**config.mk**
```make
export PLATFORM = sky130hd
export DESIGN_NAME = seg7_paged_display
export DESIGN_NICKNAME = d
export VERILOG_FILES = /design/src/rtl/seg7_paged_display.sv
export SDC_FILE = /design/constraint.sdc
export NUM_CORES = 1
export LEC_CHECK = 0
export CAP_MARGIN = 20
export CORE_MARGIN = 2
export CORE_UTILIZATION = 43
export CTS_CLUSTER_DIAMETER = 40
export CTS_CLUSTER_SIZE = 28
export DETAILED_ROUTE_END_ITERATION = 8
export SLEW_MARGIN = 10
export SYNTH_ARGS = -nofsm -noshare
export SYNTH_HDL_FRONTEND = slang
export SYNTH_SLANG_ARGS = --single-unit
```
**constraint.sdc**
```tcl
create_clock -name clk -period 3.3 [get_ports clk]
set_input_delay 0.66 -clock clk [delete_from_list [all_inputs] [get_ports clk]]
set_output_delay 0.66 -clock clk [all_outputs]
set_load 0.02 [all_outputs]
```
**src/rtl/seg7_paged_display.sv**
```systemverilog
// seg7_paged_display: pages a held hex value across a multiplexed common-anode 7-segment array.
module seg7_paged_display #(
  parameter int NUM_DIGITS = 4,
  parameter int VALUE_W = 32,
  parameter int REFRESH_DIV = 100000,
  parameter int PAGE_DIV = 100000000,
  localparam int NUM_PAGES = (VALUE_W + 4 * NUM_DIGITS - 1) / (4 * NUM_DIGITS),
  localparam int PW = NUM_PAGES > 1 ? $clog2(NUM_PAGES) : 1
) (
  input  logic                  clk,
  input  logic                  reset,
  input  logic [VALUE_W-1:0]    value,
  input  logic                  load,
  input  logic                  enable,
  input  logic                  auto_page,
  input  logic                  page_next,
  input  logic                  blank_lz,
  output logic [NUM_DIGITS-1:0] an,
  output logic [6:0]            seg,
  output logic                  dp,
  output logic [PW-1:0]         page_idx
);
  localparam int SW = NUM_DIGITS > 1 ? $clog2(NUM_DIGITS) : 1;
  localparam int RW = REFRESH_DIV > 1 ? $clog2(REFRESH_DIV) : 1;
  localparam int QW = PAGE_DIV > 1 ? $clog2(PAGE_DIV) : 1;
  localparam int NW = $clog2(NUM_PAGES * NUM_DIGITS) + 1;
  localparam int PADW = NUM_PAGES * NUM_DIGITS * 4;
  localparam logic [6:0] SEG_LUT [16] = '{7'h40, 7'h79, 7'h24, 7'h30, 7'h19, 7'h12, 7'h02, 7'h78,
                                          7'h00, 7'h10, 7'h08, 7'h03, 7'h46, 7'h21, 7'h06, 7'h0E};
  logic [VALUE_W-1:0] held;
  logic [SW-1:0] scan;
  logic [RW-1:0] rcnt;
  logic [QW-1:0] pcnt;
  logic [NW-1:0] nib_idx;
  logic [PADW-1:0] upper;
  logic [PW-1:0] page_inc;
  logic [6:0] code;
  logic lz, dp_on, r_tc, p_tc;
  // upper holds the current nibble and everything above it, so a zero test covers leading-zero blanking
  always_comb begin
    nib_idx = NW'(page_idx) * NW'(NUM_DIGITS) + NW'(scan);
    upper = PADW'(held) >> {nib_idx, 2'b00};
    lz = blank_lz && nib_idx != '0 && upper == '0;
    code = lz ? 7'h7F : SEG_LUT[upper[3:0]];
    dp_on = NUM_PAGES > 1 && (NW'(page_idx) >= NW'(NUM_DIGITS) || NW'(page_idx) == NW'(scan));
    r_tc = rcnt == RW'(REFRESH_DIV - 1);
    p_tc = pcnt == QW'(PAGE_DIV - 1);
    page_inc = page_idx == PW'(NUM_PAGES - 1) ? '0 : page_idx + 1'b1;
  end
  always_ff @(posedge clk) begin
    if (reset) begin
      held <= '0;
      page_idx <= '0;
      scan <= '0;
      rcnt <= '0;
      pcnt <= '0;
      an <= '1;
      seg <= 7'h7F;
      dp <= 1'b1;
    end else begin
      rcnt <= r_tc ? '0 : rcnt + 1'b1;
      if (r_tc) scan <= scan == SW'(NUM_DIGITS - 1) ? '0 : scan + 1'b1;
      if (load) begin
        held <= value;
        page_idx <= '0;
        pcnt <= '0;
      end else if (auto_page) begin
        pcnt <= p_tc ? '0 : pcnt + 1'b1;
        if (p_tc) page_idx <= page_inc;
      end else begin
        pcnt <= '0;
        if (page_next) page_idx <= page_inc;
      end
      an <= enable ? ~(NUM_DIGITS'(1) << scan) : '1;
      seg <= enable ? code : 7'h7F;
      dp <= ~(enable && dp_on);
    end
  end
endmodule
```
Word level (Yosys, flattened, before mapping)
Memory sizes are Yosys's and may differ from the RTL's. A register that Yosys moved wholly into a read port is not among the register bits.
Cells that the tools add are included.

operators by class
  multipliers = 0
  multiplexer cells = 5
  add/subtract/negate cells = 5
  reduce and logical (&&, ||, !) cells = 12
  bitwise gates (word level) = 5
  eq/ne operators = 5
  shifts and indexed selects = 2
  div/mod/pow operators = 0
  magnitude comparators = 0

operators with widths
  kind                                                   count
  zero test 32 bit                                       1
  >> shifter 32 x 6 -> 32 bit                            1
  adder 27 x 1 -> 27 bit, second input constant          1
  equality test 27 bit, second input constant            1
  adder 17 x 1 -> 17 bit, second input constant          1
  equality test 17 bit, second input constant            1
  OR reduction 2 bit                                     3
  inverter 4 -> 5 bit                                    1
  adder 3 x 2 -> 4 bit                                   1
  two-way mux 1 bit                                      4
  inverter 4 bit                                         1
  nonzero test 4 bit                                     1
  OR reduction 4 bit                                     1
  << shifter 1 x 2 -> 4 bit, first input constant        1
  logical AND 1 bit                                      3
  inverter 1 bit                                         3
  OR reduction 3 bit                                     1
  adder 2 x 1 -> 2 bit, second input constant            1
  equality test 1 x 2 -> 1 bit                           1
  equality test 2 bit, second input constant             1
  two-way mux 2 bit                                      1
  inequality test 2 x 1 -> 1 bit, second input constant  1
  AND reduction 2 bit                                    1
  nonzero test 2 bit                                     1
  adder 1 bit, second input constant                     1

word-level totals
  logic and storage cells = 42
  output and inout bits = 13
  bits in read-only memories = 112
  bits in registers = 84
  memories kept = 1
  bits in writable memories = 0
  latch bits = 0
  bits of input ports = 39

memories
  name             depth  width  read ports  clocked after Yosys merged registers in  write ports  line  RTL
  (no name shown)  16     7      1           1                                        0            44    code = lz ? 7'h7F : SEG_LUT[upper[3:0]];

Depth between registers and ports, before layout
  word-level depth = 5
  gate-level depth with buffers = 10
  mapped depth without buffers = 8

Worst setup path after synthesis
Ideal clock, no wire load.

  kind = register to register
  start point = register scan[0]
  end point = register seg[3]
  required time = 3180 ps
  path buffers = 3
  clock period less this slack = 2926 ps
  stages on the path, launching flop included = 10
  arrival = 2806 ps
  setup time = 120 ps
  slack = 374 ps
  cells stage by stage = dfxtp_1 > buf_6 > clkbuf_1 > buf_2 > mux4_2 > mux2i_1 > inv_1 > ha_1 > mux4_2 > or2_1

on the way
  longest elaborated chain between the ends = 5
  elaborated cells on any way between the ends = 8
  those cells by class = add/sub (1); shift (1); bitwise (1); reduce/logical (5)

ends and longest elaborated chain
  what                                                               line    RTL
  start: declaration                                                 31      logic [SW-1:0] scan;
  start signal: assignment                                           62      if (r_tc) scan <= scan == SW'(NUM_DIGITS - 1) ? '0 : scan + 1'b1;
  adder 3 x 2 -> 4 bit *                                             41      nib_idx = NW'(page_idx) * NW'(NUM_DIGITS) + NW'(scan);
  >> shifter 32 x 6 -> 32 bit or nonzero test 4 bit (tied branches)  42, 43
  zero test 32 bit or logical AND 1 bit (tied branches)              43      lz = blank_lz && nib_idx != '0 && upper == '0;
  logical AND 1 bit                                                  43
  OR reduction 3 bit (no line)                                       n/a
  end: declaration                                                   19      output logic [6:0] seg,

Mark *: on every way between the ends. The rest lies on a longest branch, timed or not.
A chain may end at the register's enable or synchronous reset.

Final worst setup path
  start point = register scan[0]
  end point = register seg[1]

The elaborated chain is that of the path after synthesis.

==> run_results.csv <==
group,metric,value,unit
clock_tree,cts_tree,"done",
power,total_leakage_power,0.001952,uW
synth,synth_edf_count,0,
placement,dp_hpwl,6.274,mm
critical_path,reg2reg_depth,6,
detailed_routing,avgViaCountPerCell,5.121,
cells_and_area,syn_to_final_growth,21.00,%
clock_tree,ctsResizeCount,0,
power,powerDensity,464.2,nW/um^2
sta,hold_violations,0,
global_routing,grt_overflow_total,0,
clock_tree,insertion_delay,0.36,ns
critical_path,startpoint_type,"flip-flop",
sta,fin_crit_sh,92.50,%
placement,place_inst,621,
synth,ys_seq_area_share,42.82,%
sta,relSlewSlack,41.98,%
synth,synth_cell_types,49,
sta,finalSetupViolCount,0,
clock_tree,path_clk_slew,0.09,ns
cells_and_area,multi_input_area,2318,sq um
hold_path,hold_depth,1,
sta,layout_setup_ws,0.2474,ns
cells_and_area,n_antenna_cell,0,
placement,portBuffers,51,
synth,synth_ff_type,"dfxtp_1",
floorplan,fp.dieArea,10710,sq um
sta,skew,0.01532,ns
clock_tree,cts_made_buffers,9,
critical_path,cpPeakStageDelay,0.90,ns
critical_path,arrival,3.33,ns
detailed_routing,drc,0,
synth,syn_area,4254,sq um
placement,placed_area,4883,sq um
critical_path,end_kind,"flip-flop",
cells_and_area,nFillCells,891,
floorplan,ioPinCount,52,
detailed_routing,vias,3262,
synth,avgSynthCellArea,9.454,sq um
synth,synth_cells,450,
run,drv_cap,0,
critical_path,critical_path.top_delay_family,"compound AO/OA/AOI/OAI gates",
hold_path,min_from,"rcnt[0]",
critical_path,cp.required,3.57,ns
clock_tree,cts.sinks,91,
cells_and_area,fin_area,5147,sq um
clock_tree,htree_levels,3,
critical_path,path_buf_inv,0,
hold_path,hold_end,"rcnt[0]",
hold_path,hold_path.class,"reg -> reg",
synth,synth-seq-cells,91,
global_routing,grt_pass1_wl,14.25,mm
sta,fmax,327.6,MHz
run_status,status,"complete, no violations",
clock_tree,root_buffer,"clkbuf_8",
sta,rsz0062_at_grt,"no",
floorplan,rows,36,
critical_path,rr_startpoint,"scan[0]",
floorplan,fp.coreArea,9684,sq um
detailed_routing,finalWirelength,8.704,mm
synth,ys_warn_count,0,
detailed_routing,wl_per_cell,13.66,um
critical_path,path_max_fanout,22,
global_routing,antenna_found_initial,0,
detailed_routing,drt_iter0_drc,126,
synth,async_flop_share,0,%
cells_and_area,final_layout_size_suffix_gt1_share,7.540,%
sta,worst_pin_slew,0.8692,ns
placement,pre_cts_ws,0.2720,ns
clock_tree,postCtsSetupRepairBufs,0,
cells_and_area,final_util,53.15,%
sta,period_minus_slack,3.053,ns
sta,fin_tns_setup,0,ns
cells_and_area,seqCellArea,1822,sq um
critical_path,critPathKind,"reg -> reg",
synth,syn_nets,500,
global_routing,grt_pass1_vias,2991,
floorplan,die-height,103.5,um
clock_tree,cts_hold_buf,0,
critical_path,crit_chain,"mux4_2, a311o_1, or4_4, a221oi_2, o21ai_0, o221ai_1",
floorplan,start_util,43.93,%
placement,gp_congestion,0.8833,
cells_and_area,final_cells,637,
cells_and_area,nets,549,
sta,drv_slew,0,
detailed_routing,dr.pass1.iters,4,
floorplan,die_w,103.5,um
clock_tree,clk_path_buf_depth,2,
power,ir_drop,0.0001770,V
detailed_routing,postRouteAntennaNets,0,
global_routing,grt.total_usage,16.94,%
global_routing,grt_start_max_net_pins,39,
critical_path,r2r_slack,0.25,ns
critical_path,r2r_end,"seg[1]",
critical_path,critPathSlowestCell,"dfxtp_1",
worst register-to-register path, cell delays in order, from the launching register on:
cell and delay, ns:
dfxtp_1 0.90, mux4_2 0.63, a311o_1 0.31, or4_4 0.52, a221oi_2 0.31, o21ai_0 0.21, o221ai_1 0.11
layout by cell type (no fill, tap or decap), drive strengths merged, types with 3 or more instances in the layout:
cell	instances
a311o	3
nor4	8
nand2	21
xnor2	17
a21oi	6
and4	3
and3	8
nor3	10
mux2i	41
nor2	88
o21ai	10
dfxtp	91
clkbuf	10
inv	12
and2	6
xor2	20
or2	3
or4	4
buf	5
ha	11
mux4	9
nand2b	4
o211ai	3
clkdlybuf4s50	50
or3	7
nand4	7
bufinv	4
nor4b	3
nand3	18
state kept, by name (all words and copies together) (netlist names):
register  count
scan          2
dp            1
rcnt         17
pcnt         27
seg           7
an            4
page_idx      1
held         32
stage by stage:
step / power, uW / hold WS (ns)
floorplan: 1333 / 0.4129
global placement: 1437 / 0.4244
detailed placement: 1439 / 0.4337
CTS: 2414 / 0.4459
global route: 2485 / 0.4784
finish: 2389 / 0.4440
metal layers:
layer | global-route usage, % | routed length [um] | vias to the layer above
li1 | - | - | 1683
met2 | 25.81 | 3863 | 61
met3 | 3.495 | 348 | 9
met4 | 5.466 | 110 | 0
met5 | 0 | 0 | -
met1 | 24.06 | 4382 | 1509
cells in the mapped netlist (all sizes together) (7+ instances only):
library cell | instances | area share (%)
ha | 11 | 3.2
nor3 | 10 | 1.2
dfxtp | 91 | 43
mux4 | 9 | 5.1
nand2 | 21 | 1.9
nor2 | 88 | 7.8
xor2 | 20 | 4.1
nand3 | 18 | 2.1
or3 | 7 | 1.0
xnor2 | 17 | 3.5
o21ai | 10 | 1.2
clkbuf | 15 | 1.3
nand4 | 7 | 1.0
mux2i | 41 | 9.6
and3 | 8 | 1.2
inv | 11 | 0.97
nor4 | 8 | 1.2
cells by family (layout without fill, tap and decap cells):
logic type      count (synthesis)  in the layout  synth area share (%)
fa+ha+maj                      11             11                 3.235
simple gates                  197            197                 22.68
flops                          91             91                 42.82
compound gates                 35             35                 5.941
xor+xnor                       37             37                 7.618
buf+inv                        28             82                 2.676
mux                            51             51                 15.03
final cells by class:
| cell class | count | area share [%] |
|---|---|---|
| clock buffer | 10 | 2.479 |
| multi-input combinational | 331 | 45.04 |
| inverter | 11 | 0.8021 |
| sequential | 91 | 35.39 |
| timing repair buffer | 55 | 10.40 |
| tap | 133 | 3.233 |
| clock inverter | 6 | 2.649 |
power by group:
| group | internal, uW | switching [uW] |
|---|---|---|
| clock network | 583 | 394 |
| registers | 1140 | 30.7 |
| logic | 134 | 111 |
worst max path at each step:
| stage | start | cells after the start | slack, ns | endpoint |
|---|---|---|---|---|
| final | scan[0] | 6 | 0.25 | seg[1] |
| after global routing | scan[0] | 7 | 0.04 | seg[0] |
| after CTS | scan[0] | 6 | 0.25 | seg[1] |
| after global placement | scan[0] | 6 | 0.35 | seg[1] |
| after detailed placement | scan[0] | 6 | 0.27 | seg[1] |
| after floorplan | scan[0] | 9 | 0.37 | seg[3] |
Power figures use the tool's default switching activity.
